**src/rtl/fetch_sequencer.sv**
```systemverilog
// Fetch-stage PC sequencer: post-reset flush, sequential fetch with stall and
// branch redirect, and hand-off of the IRAM port to the program loader.
module fetch_sequencer #(
    parameter logic [31:0] RESET_VECTOR = 32'h0000_0000,
    parameter int unsigned FLUSH_CYCLES = 6
) (
    input  logic        Clk,
    input  logic        Reset,
    input  logic        Stall,
    input  logic        BranchTaken,
    input  logic [31:0] BranchTarget,
    input  logic        LdReq,
    input  logic [31:0] LdAddr,
    output logic        LdGrant,
    output logic [31:0] IAddr,
    output logic        IReq,
    output logic [31:0] PC,
    output logic        Flush
);

    typedef enum logic [1:0] {
        S_FLUSH = 2'b00,
        S_RUN   = 2'b01,
        S_LOAD  = 2'b10
    } state_e;

    localparam logic [3:0] FLUSH_LAST = 4'(FLUSH_CYCLES - 1);

    state_e      state_q, state_d;
    logic [3:0]  cnt_q, cnt_d;
    logic [31:0] pc_q, pc_d;
    logic [31:0] iaddr_q, iaddr_d;
    logic        ireq_q, ireq_d;
    logic        flush_q, flush_d;
    logic        ldg_q, ldg_d;
    logic [31:0] tgt;

    assign tgt = BranchTarget & ~32'h3;

    always_comb begin
        state_d = state_q;
        cnt_d   = cnt_q;
        pc_d    = pc_q;
        iaddr_d = iaddr_q;
        ireq_d  = ireq_q;
        flush_d = flush_q;
        ldg_d   = ldg_q;
        case (state_q)
            S_FLUSH: begin
                ireq_d  = 1'b0;
                flush_d = 1'b1;
                ldg_d   = 1'b0;
                iaddr_d = pc_q;
                if (cnt_q == FLUSH_LAST) begin
                    state_d = S_RUN;
                    cnt_d   = 4'd0;
                    ireq_d  = 1'b1;
                    flush_d = 1'b0;
                end else begin
                    cnt_d = cnt_q + 4'd1;
                end
            end
            S_RUN: begin
                ireq_d  = 1'b1;
                flush_d = 1'b0;
                ldg_d   = 1'b0;
                // Redirect beats both the loader and a decode stall.
                if (BranchTaken) begin
                    pc_d    = tgt;
                    iaddr_d = tgt;
                    flush_d = 1'b1;
                end else if (LdReq) begin
                    state_d = S_LOAD;
                    ldg_d   = 1'b1;
                    ireq_d  = 1'b0;
                    flush_d = 1'b1;
                    iaddr_d = LdAddr;
                end else if (!Stall) begin
                    pc_d    = pc_q + 32'd4;
                    iaddr_d = pc_q + 32'd4;
                end
            end
            S_LOAD: begin
                flush_d = 1'b1;
                if (LdReq) begin
                    ldg_d   = 1'b1;
                    ireq_d  = 1'b0;
                    iaddr_d = LdAddr;
                end else begin
                    state_d = S_RUN;
                    ldg_d   = 1'b0;
                    ireq_d  = 1'b1;
                    iaddr_d = pc_q;
                end
            end
            default: begin
                state_d = S_FLUSH;
                cnt_d   = 4'd0;
                ireq_d  = 1'b0;
                flush_d = 1'b1;
                ldg_d   = 1'b0;
                iaddr_d = pc_q;
            end
        endcase
    end

    always_ff @(posedge Clk) begin
        if (!Reset) begin
            state_q <= S_FLUSH;
            cnt_q   <= 4'd0;
            pc_q    <= RESET_VECTOR;
            iaddr_q <= RESET_VECTOR;
            ireq_q  <= 1'b0;
            flush_q <= 1'b1;
            ldg_q   <= 1'b0;
        end else begin
            state_q <= state_d;
            cnt_q   <= cnt_d;
            pc_q    <= pc_d;
            iaddr_q <= iaddr_d;
            ireq_q  <= ireq_d;
            flush_q <= flush_d;
            ldg_q   <= ldg_d;
        end
    end

    assign PC      = pc_q;
    assign IAddr   = iaddr_q;
    assign IReq    = ireq_q;
    assign Flush   = flush_q;
    assign LdGrant = ldg_q;

endmodule

```
**config.mk**
```make
export PLATFORM = sky130hd
export DESIGN_NAME = fetch_sequencer
export DESIGN_NICKNAME = d
export VERILOG_FILES = /design/src/rtl/fetch_sequencer.sv
export SDC_FILE = /design/constraint.sdc
export NUM_CORES = 1
export LEC_CHECK = 0
export ABC_AREA = 1
export BUFFER_PORTS_ARGS = -buffer_cell sky130_fd_sc_hd__buf_2
export CAP_MARGIN = 10
export CORE_UTILIZATION = 33
export DETAILED_ROUTE_END_ITERATION = 8
export PLACE_DENSITY = 0.53
export SLEW_MARGIN = 40
export SYNTH_ARGS = -nofsm -noshare
export SYNTH_HDL_FRONTEND = slang
export SYNTH_SLANG_ARGS = --single-unit
export TNS_END_PERCENT = 5
```
**constraint.sdc**
```tcl
create_clock -name Clk -period 2.5 [get_ports Clk]
set_input_delay 0.75 -clock Clk [delete_from_list [all_inputs] [get_ports Clk]]
set_output_delay 0.75 -clock Clk [all_outputs]
set_load 0.1 [all_outputs]
```
==> results of run 1 <==
-- Yosys cell counts, types with 4 or more instances --
library cell and number:
nand2_1 244, o21ai_0 97, dfxtp_1 71, inv_1 57, a21oi_1 51, nor2_1 49, a31oi_1 27, nand3_1 25
clkbuf_1 23, xor2_1 16, buf_2 15, o211ai_1 9, o21a_1 9, ha_1 7, or2_2 7, a221oi_1 6
nor2_4 5, buf_4 4, inv_2 4, nand2_2 4
-- layout make-up --
cell class	instances	area share (%)
repair buffers	154	14.4
well taps	180	3.85
clock inverters	1	0.128
flip-flops and latches	71	24.3
multi-input cells	582	49.0
inverters	63	4.04
clock buffers	11	4.32
-- power by group --
part	internal, uW	total, uW	switching, uW
Sequential	1440	1720	282
Combinational	950	4460	3510
Clock	703	1170	472
Total	3090	7360	4270
-- through the flow --
step                      cell area (um^2)  power, uW  setup slack [ns]
after global routing                  5860       7810             0.112
after floorplan                       4720       5170            0.0551
after CTS                             5860       7410             0.315
after global placement                5600       6200             0.280
final                                 5860       7360             0.327
after detailed placement              5600       6210             0.287
-- how the worst max path moves through the flow --
stage | from | to | slack (ns) | cells after the start
3_3_place_gp | LdReq | IAddr[30]$_SDFFE_PN0P_ | 0.28 | 9
6_report | state_q[1]$_SDFFE_PN0P_ | IAddr[20]$_SDFFE_PN0P_ | 0.33 | 8
4_1_cts | state_q[1]$_SDFFE_PN0P_ | IAddr[20]$_SDFFE_PN0P_ | 0.32 | 8
5_1_grt | state_q[1]$_SDFFE_PN0P_ | IAddr[30]$_SDFFE_PN0P_ | 0.11 | 8
2_1_floorplan | PC[3]$_SDFFE_PN0P_ | IAddr[14]$_SDFFE_PN0P_ | 0.06 | 12
3_5_place_dp | LdReq | IAddr[26]$_SDFFE_PN0P_ | 0.29 | 9
-- critical path, stage by stage (launching register included) --
cell and delay (ns):
dfxtp_1 0.35, inv_1 0.09, ha_1 0.43, clkinv_1 0.32, buf_4 0.31, a221oi_1 0.24, nand2_1 0.10, nand2_1 0.13
a21oi_1 0.08
-- placed cells by master (no fill, tap or decap), types with 22 or more instances in the layout --
cell type and n:
nand2_1 244, buf_2 131, o21ai_0 97, dfxtp_1 71
inv_1 57, a21oi_1 51, nor2_1 49, a31oi_1 27
nand3_1 25, buf_4 22
-- state kept, by name, summed over array words and instances (netlist names) --
name,cells
IAddr,32
PC,30
cnt_q,4
state_q,2
Flush,1
IReq,1
LdGrant,1
-- metal layers --
metal | part of all wire [%] | track usage (%) | up-vias
met1 | 48 | 31.5 | 2390
met5 | 0 | 0 | -
li1 | - | - | 2746
met3 | 5.9 | 3.98 | 22
met4 | 1.8 | 7.72 | 0
met2 | 45 | 37.1 | 181
-- cells by family after synthesis --
| group | Yosys count | synth area share, % |
|---|---|---|
| simple gates | 347 | 30.7 |
| compound gates | 209 | 24.8 |
| buf+inv | 107 | 9.23 |
| flops | 71 | 30.1 |
| xor+xnor | 17 | 3.16 |
| fa+ha+maj | 7 | 1.86 |
| other cells | 1 | 0.0795 |
==> flow_summary.toml, run 1 <==
[floorplan]
fp.coreArea_um2 = 13900
initial_core_util_pct = 33.9
fp.dieArea_um2 = 14800
chipHeight_um = 122
dieWidth_um = 122
io_pins = 136
fp-row-count = 43

[finish]
final_nets = 957
drive_gt1_share_pct = 21.9
n_fill_cell = 1529
final_util_pct = 42.0
multiInputGateArea_um2 = 2870
seqCellArea_um2 = 1420
area_growth_pct = 24.1
final_cells = 1062
antenna_cells = 0

[cts]
root_buffer = "clkbuf_16"
ctsResizeCount = 0
hold_buffers = 0
clk-insertion-delay-late_ns = 0.34
postCtsSetupRepairBufs = 0
clockBufferDepth = 2
cts.sinks = 71
numCtsBuffers = 9
clk_pin_slew_ns = 0.05
cts_tree = "yes"
h-tree-depth = 3

[hold_path]
hold_depth = 2
holdPathEnd = "IAddr[0]$_SDFFE_PN0P_"
worstHoldStart = "IAddr[0]$_SDFFE_PN0P_"
hold_path.class = "flip-flop to flip-flop"

[critical_path]
critical_path_required_ns = 2.72
critPathKind = "flip-flop to flip-flop"
cp-end-kind = "flip-flop"
r2r-start = "state_q[1]$_SDFFE_PN0P_"
reg2regPathDepth = 8
rrSetupSlack_ns = 0.33
worst_ep_arrival_time_ns = 2.39
worstReg2RegEnd = "IAddr[20]$_SDFFE_PN0P_"
crit_path_start_kind = "flip-flop"
crit_path_max_fanout = 17

[drt]
wire_per_inst_um = 15.6
first_pass_iters = 5
drt_wl_total_um = 16600
drc_errors = 0
drtIter0Drc = 377
via_per_inst = 5.03
postRouteAntennaNets = 0
via_count = 5339

[power]
max-vdd-ir-drop_mv = 0.458
p_leak_uw = 0.00261
power_density_nw_per_um2 = 1260

[synthesis]
yosysSeqAreaShare_pct = 30.1
synth_top_area_share_pct = 30.1
yosysUniqueCellTypes = 38
synthTopCellsByArea = "dfxtp_1 30%, nand2_1 19%, o21ai_0 10%"
yosys.area.top_type = "dfxtp_1"
ys.flop_type = "dfxtp_1"
avgSynthCellArea_um2 = 6.22
ys_ff_latch = 71
synth_edf_count = 0
ys_async_sr_fraction_pct = 0
synthesis.area_um2 = 4720
ys_warn_count = 0
synthCells = 759

[sta]
tns_ns = 0
rsz0062_at_grt = "no"
tightest_slew_ns = 0.585
holdWs_ns = 0.461
period_share_pct = 86.9
max_freq_ghz = 0.460
min_period_ns = 2.17
slew-limit-headroom_pct = 60.9
finalHoldViolCount = 0
drv_slew = 0
setup_viol = 0
fin_skew_ns = 0.00732

[global_routing]
overflow = 0
track_usage_pct = 23.2
grt_pass1_wl_um = 25800
grt_max_degree = 47
grt_pass1_vias = 4787
antenna_found_initial = 0

[run]
cap_violations = 0

[run_status]
outcome = "completed"

[placed_design]
place_inst = 1050
place_congestion = 0.805
place_hpwl_um = 12200
portBuffers = 131
No activity file was read; power rests on OpenSTA's default activity.
==> run 2, diff against run 1 <==
Settings changed: ABC_AREA 1 to default.
==> flow_summary.toml, run 2 <==
[run_status]
outcome = "completed"

[sta]
drv_slew = 0
setup_viol = 0
min_period_ns = 2.38
slew-limit-headroom_pct = 66.0
fin_skew_ns = 0.00764
rsz0062_at_grt = "no"
finalHoldViolCount = 0
max_freq_ghz = 0.420
layout_setup_ws_ns = 0.121
tightest_slew_ns = 0.510
period_share_pct = 95.2

[critical_path]
rrSetupSlack_ns = 0.12
critPathSlowestCell = "or4_1"
slowest_delay_ns = 0.61
cp_cell_sequence = "ha_2 -> and3_1 -> nand4_1 -> or4_1 -> or4_1 -> a31oi_1"
crit_path_start_kind = "flip-flop"
crit_path_max_fanout = 8
critical_path_required_ns = 2.78
cp-end-kind = "flip-flop"
worst_ep_arrival_time_ns = 2.66
critPathKind = "flip-flop to flip-flop"
cp_common_cell = "or4_1"

[cts]
root_buffer = "clkbuf_16"
numCtsBuffers = 9
cts_tree = "yes"
cts.sinks = 71
postCtsSetupRepairBufs = 0
clk_pin_slew_ns = 0.06
h-tree-depth = 3
clk-insertion-delay-late_ns = 0.35
ctsResizeCount = 0
clockBufferDepth = 2
hold_buffers = 0

[run]
cap_violations = 0

[global_routing]
grt_pass1_vias = 5176
overflow = 0
track_usage_pct = 25.2
antenna_found_initial = 0
grt_max_degree = 37
grt_pass1_wl_um = 28700

[power]
swShare_pct = 49.8
power_density_nw_per_um2 = 897
p_clk_share_pct = 22.4
p_leak_uw = 0.00259
combPwrFrac_pct = 49.9
pwr-share-seq_pct = 27.7
power_switching_uw = 2750
p_int_uw = 2780
max-vdd-ir-drop_mv = 0.493
total_power_uw = 5530

[synthesis]
avgSynthCellArea_um2 = 7.47
ys_warn_count = 0
yosys.area.top_type = "dfxtp_1"
synth_top_area_share_pct = 29.3
synth_common_cells = "71 x dfxtp_1, 59 x nand2_1, 58 x clkbuf_1, 58 x o21ai_0, 48 x a21oi_1"
yosysMostFrequentCell = "dfxtp_1"
synthTopCellsByArea = "dfxtp_1 29%, o21ai_0 6.0%, a21oi_1 5.0%"
synthesis.area_um2 = 4850
yosysUniqueCellTypes = 64
synth_edf_count = 0
yosysSeqAreaShare_pct = 29.3
ys.flop_type = "dfxtp_1"
synthCells = 649
ys_async_sr_fraction_pct = 0
ys_ff_latch = 71

[hold_path]
hold_path.class = "flip-flop to flip-flop"

[drt]
first_pass_iters = 5
via_count = 5483
drt_wl_total_um = 18500
drc_errors = 0
via_per_inst = 5.77
postRouteAntennaNets = 0
drtIter0Drc = 437
wire_per_inst_um = 19.5

[finish]
final_util_pct = 43.7
n_fill_cell = 1467
final_nets = 841
antenna_cells = 0
layout_commonest_cell = "buf_2"
design_area_um2 = 6160
drive_gt1_share_pct = 29.0
final_cells = 950
multiInputGateArea_um2 = 3110
seqCellArea_um2 = 1500
area_growth_pct = 27.2
layout_common_cells = "131 x buf_2, 59 x nand2_1, 58 x o21ai_0, 48 x a21oi_1, 47 x dfxtp_1"
largest_reg_flops = 32

[placed_design]
place_hpwl_um = 13100
dpl-instance-area_um2 = 5890
place_congestion = 0.876
place_inst = 934
portBuffers = 131
preCtsSetupSlack_ns = 0.151

[floorplan]
io_pins = 136
initial_core_util_pct = 34.4
fp.dieArea_um2 = 15200
dieWidth_um = 123
fp.coreArea_um2 = 14100
fp-row-count = 43
chipHeight_um = 123
==> run 2: cell count changes in the layout (fill, tap and decap cells not counted), moves of 15 or more <==
cell	delta
a31oi_1	-21
dfxtp_1	-24
nand2_1	-185
a21o_1	+15
inv_1	-47
buf_4	+21
dfxtp_4	+18
o21ai_0	-39
==> run 2: metrics by stage <==
step	setup TNS (ns)	hold slack, ns
floorplan	-0.0322	0.470
global placement	0	0.464
detailed placement	0	0.467
CTS	0	0.477
global route	0	0.529
finish	0	0.471
==> run 2: final cells by class <==
| type | count | area share [%] |
|---|---|---|
| Timing Repair Buffer | 176 | 16.5 |
| Tap cell | 180 | 3.65 |
| Sequential cell | 71 | 24.3 |
| Multi-Input combinational cell | 497 | 50.5 |
| Clock buffer | 16 | 4.41 |
| Inverter | 10 | 0.609 |
==> run 2: power by group through the flow <==
| stage | logic (uW) | registers [uW] | clock network, uW |
|---|---|---|---|
| 2_1_floorplan | 1120 | 2520 | 0 |
| 3_3_place_gp | 2720 | 1540 | 0 |
| 3_5_place_dp | 2740 | 1550 | 0 |
| 4_1_cts | 2750 | 1530 | 1260 |
| 5_1_grt | 2940 | 1560 | 1320 |
| 6_report | 2760 | 1530 | 1240 |
==> run 2: critical path, delay by kind of cell (launching register included) <==
kind	cells	cell delay [ns]
AO/OA/AOI/OAI	1	0.16
adder cells (fa/ha/maj)	1	0.25
flip-flops	1	0.39
AND/OR/NAND/NOR	4	1.52
==> run 2: kinds of logic after synthesis <==
group | share of synthesized area (%)
flops | 29.3
other cells | 0.0774
xor+xnor | 2.35
compound gates | 31.9
simple gates | 24.7
buf+inv | 6.87
mux | 2.89
fa+ha+maj | 1.81
==> run 2: per-layer routing <==
layer	vias to the layer above	GRT usage (%)	wire (um)
li1	2665	-	-
met1	2586	33.4	8460
met2	210	40.9	8430
met3	22	3.92	1250
met4	0	9.86	356
met5	-	0	0
==> run 2: worst paths after layout <==
kind,from,cells past startpoint,to
worst min-delay path,IAddr[9]$_SDFFE_PN0P_,2,IAddr[9]$_SDFFE_PN0P_
worst min register to register,IAddr[9]$_SDFFE_PN0P_,2,IAddr[9]$_SDFFE_PN0P_
worst max-delay path,PC[2]$_SDFFE_PN0P_,6,PC[30]$_SDFFE_PN0P_
worst max register to register,PC[2]$_SDFFE_PN0P_,6,PC[30]$_SDFFE_PN0P_
==> run 3, diff against run 2 <==
Settings changed: PLACE_DENSITY 0.53 to 0.55.
Clock period 2.5 ns to 1.9 ns, I/O delays scaled along.
==> flow_summary.toml, run 3 (same netlist as run 2, synthesis figures left out) <==
[drt]
via_count = 5921
drtIter0Drc = 417
drt_wl_total_um = 19300
postRouteAntennaNets = 0
wire_per_inst_um = 19.0
first_pass_iters = 6
via_per_inst = 5.82
drc_errors = 0

[global_routing]
overflow = 0
grt_pass1_wl_um = 30400
grt_pass1_vias = 5747
use_met3_pct = 3.60
grt.busiest_layer = "met2"
grtUsageMet2_pct = 43.3
grt.met1_usage_pct = 33.7
grt_max_degree = 34
track_usage_pct = 26.2
antenna_found_initial = 0

[sta]
rsz0062_at_grt = "yes"
tns_ns = -0.201
max_freq_ghz = 0.503
period_share_pct = 105
layout_setup_ws_ns = -0.0897
drv_slew = 0
setup_viol = 6
fin_skew_ns = 0.00761
finalHoldViolCount = 0
min_period_ns = 1.99

[placed_design]
portBuffers = 131
dpl-instance-area_um2 = 6430
place_congestion = 0.889
place_hpwl_um = 14100

[critical_path]
crit_path_start_kind = "flip-flop"
critPathSlowestCell = "or4_4"
cpLargestDelayFamily = "simple AND/OR/NAND/NOR gates"
cp_cell_sequence = "buf_6 -> nand4_4 -> or4_4 -> or4_4 -> o31a_1 -> o22ai_1"
cp-end-kind = "flip-flop"
slowest_delay_ns = 0.50
critPathKind = "flip-flop to flip-flop"
cp_common_cell = "or4_4"
reg2regPathDepth = 6
critPathBufInv = 1
worst_ep_arrival_time_ns = 2.27
crit_path_max_fanout = 6
rrSetupSlack_ns = -0.09
worstReg2RegEnd = "PC[29]$_SDFFE_PN0P_"
r2r-start = "PC[3]$_SDFFE_PN0P_"
worst-path-stages = 6
crit_start = "PC[3]$_SDFFE_PN0P_"
critical_path.endpoint = "PC[29]$_SDFFE_PN0P_"
critical_path_required_ns = 2.18

[cts]
h-tree-depth = 3
numCtsBuffers = 9
cts_tree = "yes"
clk_pin_slew_ns = 0.06
root_buffer = "clkbuf_16"
clk-insertion-delay-late_ns = 0.35
clockBufferDepth = 2
cts.sinks = 71

[floorplan]
fp.coreArea_um2 = 14100
io_pins = 136
fp-row-count = 43
dieWidth_um = 123
chipHeight_um = 123
initial_core_util_pct = 34.4
fp.dieArea_um2 = 15200

[finish]
drive_gt1_share_pct = 38.5
layout_commonest_cell = "buf_2"
area_growth_pct = 43.1
antenna_cells = 0
final_nets = 908
largest_reg_flops = 32
design_area_um2 = 6940
final_util_pct = 49.2
layout_common_cells = "122 x buf_2, 105 x buf_4, 58 x nand2_1, 58 x o21ai_0, 47 x a21oi_1"

[run_status]
outcome = "finished, violations left"
violations = "setup timing"

[power]
power_density_nw_per_um2 = 1120
max-vdd-ir-drop_mv = 0.653
p_leak_uw = 0.00299

[hold_path]
hold_path.class = "input port to flip-flop"

[run]
cap_violations = 0
-- run 3: changes by cell type in the layout (fill, tap and decap cells not counted), moves of 4 or more --
cell	change
buf_2	-9
clkbuf_1	-5
clkbuf_4	+8
clkinv_1	+4
dfxtp_1	-4
buf_4	+62
nor4_1	-4
-- run 3: through the flow --
step	hold WS, ns	setup slack, ns	total power [uW]	std cells
floorplan	0.470	-0.525	4790	650
global placement	0.461	-0.223	5860	999
detailed placement	0.467	-0.251	5930	999
CTS	0.454	-0.0916	7710	1015
global route	0.464	-0.128	8150	1017
finish	0.456	-0.0897	7770	1017
-- run 3: worst min-delay path by stage --
stage	from	to	slack [ns]	cells after the start
5_1_grt	LdAddr[3]	IAddr[3]$_SDFFE_PN0P_	0.46	3
4_1_cts	LdAddr[3]	IAddr[3]$_SDFFE_PN0P_	0.45	3
3_3_place_gp	IAddr[9]$_SDFFE_PN0P_	IAddr[9]$_SDFFE_PN0P_	0.46	2
6_report	LdAddr[3]	IAddr[3]$_SDFFE_PN0P_	0.46	3
2_1_floorplan	cnt_q[3]$_SDFFE_PN0P_	cnt_q[3]$_SDFFE_PN0P_	0.47	2
3_5_place_dp	IAddr[9]$_SDFFE_PN0P_	IAddr[9]$_SDFFE_PN0P_	0.47	2
-- run 3: layout make-up --
class                   count  area, um^2
multi-input cells         497        3290
well taps                 180         225
inverters                  10        37.5
repair buffers            243        1590
clock buffers              10         239
fillers                  1423        7160
clock inverters             6        50.0
flip-flops and latches     71        1510
-- run 3: repair_timing --
action / in CTS / in global routing
setup buffers: 0 / 2
pin swaps: 7 / 4
gates cloned: 0 / 0
gates resized for setup: 18 / 31
setup endpoints to repair: 28 / 40
hold buffers: 0 / 0
-- run 3: per-layer routing --
layer	share of wire [%]	vias up	wire length (um)
li1	-	2793	-
met4	2.5	0	493
met5	0	-	0
met2	47	242	9060
met3	6.7	31	1290
met1	44	2855	8490
-- run 3: where the power goes --
part / total (uW) / internal [uW] / switching [uW] / leakage (uW)
clock: 1710 / 1030 / 682 / 0.000142
combinational: 4140 / 1260 / 2880 / 0.00225
sequential: 1910 / 1730 / 183 / 0.000594
-- run 3: worst min-delay path, cell delays in order --
cell and delay (ns):
buf_2 0.09, nand2_1 0.04, a21oi_1 0.05
